--- src/rtl/regfile_if.sv ---
// Register-file bus: one write channel from write-back and two read channels
// from decode. The master side drives requests, the slave returns read data.
interface regfile_if #(
   parameter int DATA_WIDTH = 32,
   parameter int ADDR_WIDTH = 5
);
   logic                  we;
   logic [ADDR_WIDTH-1:0] waddr;
   logic [DATA_WIDTH-1:0] wdata;
   logic                  re1;
   logic [ADDR_WIDTH-1:0] raddr1;
   logic [DATA_WIDTH-1:0] rdata1;
   logic                  re2;
   logic [ADDR_WIDTH-1:0] raddr2;
   logic [DATA_WIDTH-1:0] rdata2;

   modport master (
      output we, waddr, wdata,
      output re1, raddr1, re2, raddr2,
      input  rdata1, rdata2
   );

   modport slave (
      input  we, waddr, wdata,
      input  re1, raddr1, re2, raddr2,
      output rdata1, rdata2
   );
endinterface

--- src/rtl/regfile.sv ---
// General-purpose register file: two combinational read ports with same-cycle
// write-to-read bypass, one synchronous write port, and a hard-wired zero
// register. rst is asynchronous and active-low and also blanks both read ports.
module regfile #(
   parameter int DATA_WIDTH = 32,
   parameter int ADDR_WIDTH = 5,
   parameter int REG_NUM    = 32
) (
   input  logic      clk,
   input  logic      rst,
   regfile_if.slave  bus
);

   logic [DATA_WIDTH-1:0] regs_q [REG_NUM];
   logic [DATA_WIDTH-1:0] regs_d [REG_NUM];
   logic [DATA_WIDTH-1:0] rdata1_d;
   logic [DATA_WIDTH-1:0] rdata2_d;

   // Next-state of the array: at most one register changes; register 0 stays 0.
   always_comb begin
      regs_d = regs_q;
      if (bus.we && (bus.waddr != '0)) begin
         regs_d[bus.waddr] = bus.wdata;
      end
      regs_d[0] = '0;
   end

   // Storage update; asynchronous clear discards any write in flight.
   always_ff @(posedge clk or negedge rst) begin
      if (!rst) begin
         for (int i = 0; i < REG_NUM; i++) begin
            regs_q[i] <= '0;
         end
      end else begin
         regs_q <= regs_d;
      end
   end

   // Read port 1: reset, zero register, bypass, stored value, disabled.
   always_comb begin
      rdata1_d = '0;
      if (!rst) begin
         rdata1_d = '0;
      end else if (bus.raddr1 == '0) begin
         rdata1_d = '0;
      end else if (bus.re1 && bus.we && (bus.waddr == bus.raddr1)) begin
         rdata1_d = bus.wdata;
      end else if (bus.re1) begin
         rdata1_d = regs_q[bus.raddr1];
      end
   end

   // Read port 2: same priority as port 1, evaluated independently.
   always_comb begin
      rdata2_d = '0;
      if (!rst) begin
         rdata2_d = '0;
      end else if (bus.raddr2 == '0) begin
         rdata2_d = '0;
      end else if (bus.re2 && bus.we && (bus.waddr == bus.raddr2)) begin
         rdata2_d = bus.wdata;
      end else if (bus.re2) begin
         rdata2_d = regs_q[bus.raddr2];
      end
   end

   assign bus.rdata1 = rdata1_d;
   assign bus.rdata2 = rdata2_d;

endmodule

--- src/flat_wrapper.sv ---
// flat-port wrapper written by rule: the top's interface ports become plain ports
module regfile_flat 
#(
   parameter int DATA_WIDTH = 32,
   parameter int ADDR_WIDTH = 5,
   parameter int REG_NUM    = 32
)
  (clk, rst, bus_we, bus_waddr, bus_wdata, bus_re1, bus_raddr1, bus_re2, bus_raddr2, bus_rdata1, bus_rdata2);
  regfile_if #(.DATA_WIDTH(DATA_WIDTH), .ADDR_WIDTH(ADDR_WIDTH)) bus_i ();
  input  logic clk;
  input  logic rst;
  input wire logic [$bits(bus_i.we)-1:0] bus_we;
  input wire logic [$bits(bus_i.waddr)-1:0] bus_waddr;
  input wire logic [$bits(bus_i.wdata)-1:0] bus_wdata;
  input wire logic [$bits(bus_i.re1)-1:0] bus_re1;
  input wire logic [$bits(bus_i.raddr1)-1:0] bus_raddr1;
  input wire logic [$bits(bus_i.re2)-1:0] bus_re2;
  input wire logic [$bits(bus_i.raddr2)-1:0] bus_raddr2;
  output wire logic [$bits(bus_i.rdata1)-1:0] bus_rdata1;
  output wire logic [$bits(bus_i.rdata2)-1:0] bus_rdata2;
  assign bus_i.we = bus_we;
  assign bus_i.waddr = bus_waddr;
  assign bus_i.wdata = bus_wdata;
  assign bus_i.re1 = bus_re1;
  assign bus_i.raddr1 = bus_raddr1;
  assign bus_i.re2 = bus_re2;
  assign bus_i.raddr2 = bus_raddr2;
  assign bus_rdata1 = bus_i.rdata1;
  assign bus_rdata2 = bus_i.rdata2;
  regfile #(.DATA_WIDTH(DATA_WIDTH), .ADDR_WIDTH(ADDR_WIDTH), .REG_NUM(REG_NUM)) u_core (.clk(clk), .rst(rst), .bus(bus_i));
endmodule
--- config.mk ---
export PLATFORM = sky130hd
export DESIGN_NAME = regfile_flat
export DESIGN_NICKNAME = d
export VERILOG_FILES = /design/src/rtl/regfile_if.sv /design/src/rtl/regfile.sv /design/src/flat_wrapper.sv
export SDC_FILE = /design/constraint.sdc
export NUM_CORES = 2
export LEC_CHECK = 0
export CAP_MARGIN = 20
export CORE_MARGIN = 4
export CORE_UTILIZATION = 41
export CTS_CLUSTER_DIAMETER = 50
export CTS_CLUSTER_SIZE = 40
export DETAILED_ROUTE_END_ITERATION = 6
export PLACE_DENSITY = 0.67
export SYNTH_ARGS = -nofsm -noshare
export SYNTH_HDL_FRONTEND = slang
export SYNTH_SLANG_ARGS = --single-unit
--- constraint.sdc ---
create_clock -name clk -period 5.1 [get_ports clk]
set_input_delay 1.02 -clock clk [delete_from_list [all_inputs] [get_ports clk]]
set_output_delay 1.02 -clock clk [all_outputs]
set_load 0.005 [all_outputs]
==> flow_summary.ini <==
[global_routing]
grt_pass1_vias = 40492
antenna_found_initial = 7
grt_start_max_net_pins = 168
grt_pass1_wl_um = 275900
grt.total_usage_pct = 26.75
overflow = 0

[layout]
reg_top3 = u_core.regs_q x992
fin_nets = 4430
stdcell_count = 6225
syn_to_final_growth_pct = 15.09
regMostFlops = u_core.regs_q
multi_input_area_um2 = 27670
seqCellArea_um2 = 24820
largest_reg_flops = 992
drive_gt1_share_pct = 37.94
fillCellCount = 11600

[detailed_routing]
dr.pass1.iters = 6
finalWirelength_um = 188500
drc = 0
first_iter_violations = 4252
vias = 40197
vias_per_cell = 6.457
post_drt_wl_per_cell_um = 30.28
ant_nets = 0

[floorplan]
chipHeight_um = 372.0
die_x_um = 372.0
dieArea_um2 = 138400
start_util_pct = 41.28
core_area_um2 = 131600
ios = 116
rows = 133

[sta]
fin_crit_ps = 4918
fmax_mhz = 203.3
hold_viol = 0
finalMaxSlewViolations = 0
relSlewSlack_pct = 21.77
setup_viol = 0
setup_tns_ps = 0
clock_skew_ps = 0
worst_slew_pin_slew_ps = 1169
fin_crit_sh_pct = 96.43
rsz0062_at_grt = no

[setup_path]
cp-start-kind = input pin
arrival_ps = 3900
reg2reg_slack_ps = 4280
worstPathMaxFanout = 28
worstPathRequired_ps = 4080
end_kind = output port
r2r_cells = 1
critical_path_class = in2out

[clock_network]
cts_sinks = 992
insertion_delay_ps = 720
cts_buffer_depth = 3
numCtsBuffers = 105
cts_tree = done
cts.clk_slew.worst_paths_ps = 80
post_cts_buffers = 0
cts-root-buf = clkbuf_16
cts_max_level = 3

[placement]
gp_congestion = 0.8996
dp_hpwl_um = 119100
numPlacedInstances = 6026
io_buffers = 115

[synth]
ys_types = 52
synth_cells = 4321
synthesis.nets = 4373
async_flop_share_pct = 100.0
ys.flop_type = dfrtp_1
synth_seq_cells = 992
syn-cell-area_um2 = 54340
yosysWarnings = 0
ys_seq_area_share_pct = 45.68
synth_edf_count = 0
syn_area_per_cell_um2 = 12.58

[power_and_ir_drop]
p_leak_nw = 27.85
irDropWorstVdd_v = 0.0002620
powerDensity_nw_per_um2 = 379.9

[flow_run]
max-cap-violations = 0

[worst_hold_path]
min_path_type = in2async

[run_status]
status = completed
==> metal layers <==
layer	GRT usage, %	wire [µm]	vias up
li1	-	-	16542
met1	34.86	74840	20859
met2	39.88	81930	2170
met3	9.457	21860	618
met4	12.34	9789	8
met5	0	51	-
==> worst max-delay path: stages <==
cell and delay [ps]:
buf_6 280, buf_12 290, nand2b_4 300, buf_4 280, o22ai_1 120, nor3_1 470
nor3_1 120, buf_4 160, a22o_1 300, clkdlybuf4s50_1 510
==> kinds of logic (layout without fill, tap and decap cells) <==
logic type / after synthesis / in the layout / synth area share (%)
flops: 992 / 992 / 45.68
simple gates: 422 / 422 / 3.723
other cells: 0 / 2 / 0
xor+xnor: 7 / 7 / 0.1128
compound gates: 584 / 584 / 7.654
buf+inv: 458 / 605 / 3.917
mux: 1858 / 1858 / 38.91
==> what timing repair did <==
| item | 4_1_cts | 5_1_grt |
|---|---|---|
| hold buffers | 0 | 0 |
| endpoints found under the setup margin | 0 | 32 |
| resized for setup | 0 | 1 |
==> path summary, 6_finish.rpt <==
path / to / start
min in group clk: u_core.regs_q[618]$_DFFE_PN0P_ / u_core.regs_q[618]$_DFFE_PN0P_
max in group asynchronous: u_core.regs_q[133]$_DFFE_PN0P_ / rst
min reg2reg: u_core.regs_q[618]$_DFFE_PN0P_ / u_core.regs_q[618]$_DFFE_PN0P_
max reg2reg: u_core.regs_q[720]$_DFFE_PN0P_ / u_core.regs_q[720]$_DFFE_PN0P_
min: u_core.regs_q[653]$_DFFE_PN0P_ / rst
max: bus_rdata2[16] / bus_raddr2[1]
==> cell usage in the layout, fill, tap and decap left out, types with 67 or more instances in the layout <==
| cell type | synthesis | final |
|---|---|---|
| nor2_1 | 104 | 92 |
| mux2_2 | 1047 | 1047 |
| mux4_2 | 97 | 97 |
| dfrtp_1 | 992 | 992 |
| o22ai_1 | 318 | 318 |
| mux2i_1 | 704 | 704 |
| nor3_1 | 187 | 186 |
| buf_4 | 43 | 224 |
| buf_12 | 0 | 67 |
| clkdlybuf4s50_1 | 0 | 104 |
| clkbuf_16 | 0 | 106 |
==> report_power, final <==
| part | switching, W | internal [W] | total, W |
|---|---|---|---|
| sequential | 0.00116 | 0.00941 | 0.0106 |
| clock | 0.00375 | 0.00446 | 0.00821 |
| combinational | 0.00231 | 0.00267 | 0.00497 |
==> cells in the mapped netlist, types with 2 or more instances <==
library cell / count / area share, %
mux2_1: 8 / 0.17
buf_2: 144 / 1.3
nor2b_1: 30 / 0.35
buf_1: 54 / 0.37
nor2_2: 6 / 0.069
mux2_4: 2 / 0.055
or2_2: 3 / 0.035
xnor2_1: 5 / 0.081
mux2_2: 1047 / 22
a311o_1: 25 / 0.46
mux4_2: 97 / 4.0
a22o_1: 31 / 0.50
a21oi_1: 26 / 0.24
nand2b_1: 14 / 0.16
nor3b_1: 3 / 0.041
o311ai_0: 31 / 0.50
dfrtp_1: 992 / 46
nor2_1: 104 / 0.72
buf_4: 43 / 0.59
nand2_1: 57 / 0.39
a221oi_1: 62 / 1.0
o21ai_1: 2 / 0.018
clkbuf_1: 202 / 1.4
a32o_1: 32 / 0.59
mux2i_1: 704 / 13
buf_6: 9 / 0.19
o21ai_0: 38 / 0.35
inv_1: 4 / 0.028
nand3_1: 5 / 0.046
a221o_1: 6 / 0.11
xor2_1: 2 / 0.032
nand3b_1: 3 / 0.041
o22ai_1: 318 / 3.7
nor4_1: 2 / 0.023
nor3_1: 187 / 1.7
a22oi_1: 6 / 0.083
a221oi_2: 2 / 0.055
==> stage by stage <==
step | setup WS (ps) | power, W | hold slack [ps] | util [%] | area [µm²]
after floorplan | 1552 | 0.01382 | 479.3 | - | 54340
after global placement | 207.9 | 0.01536 | 491.3 | 44.71 | 58850
after detailed placement | 205.7 | 0.01556 | 505.6 | 44.71 | 58850
after CTS | 182.6 | 0.02376 | 362.8 | 47.51 | 62530
after global routing | 88.85 | 0.02474 | 401.0 | 47.51 | 62530
final | 181.9 | 0.02376 | 397.3 | 47.51 | 62540
==> final cells by class <==
| cell class | count | area share, % |
|---|---|---|
| multi-input combinational | 2871 | 44.24 |
| inverter | 6 | 0.03601 |
| antenna | 2 | 0.008003 |
| tap | 1755 | 3.511 |
| timing repair buffer | 402 | 6.624 |
| clock inverter | 77 | 1.432 |
| sequential | 992 | 39.69 |
| clock buffer | 120 | 4.454 |
Power figures use the tool's default switching activity.
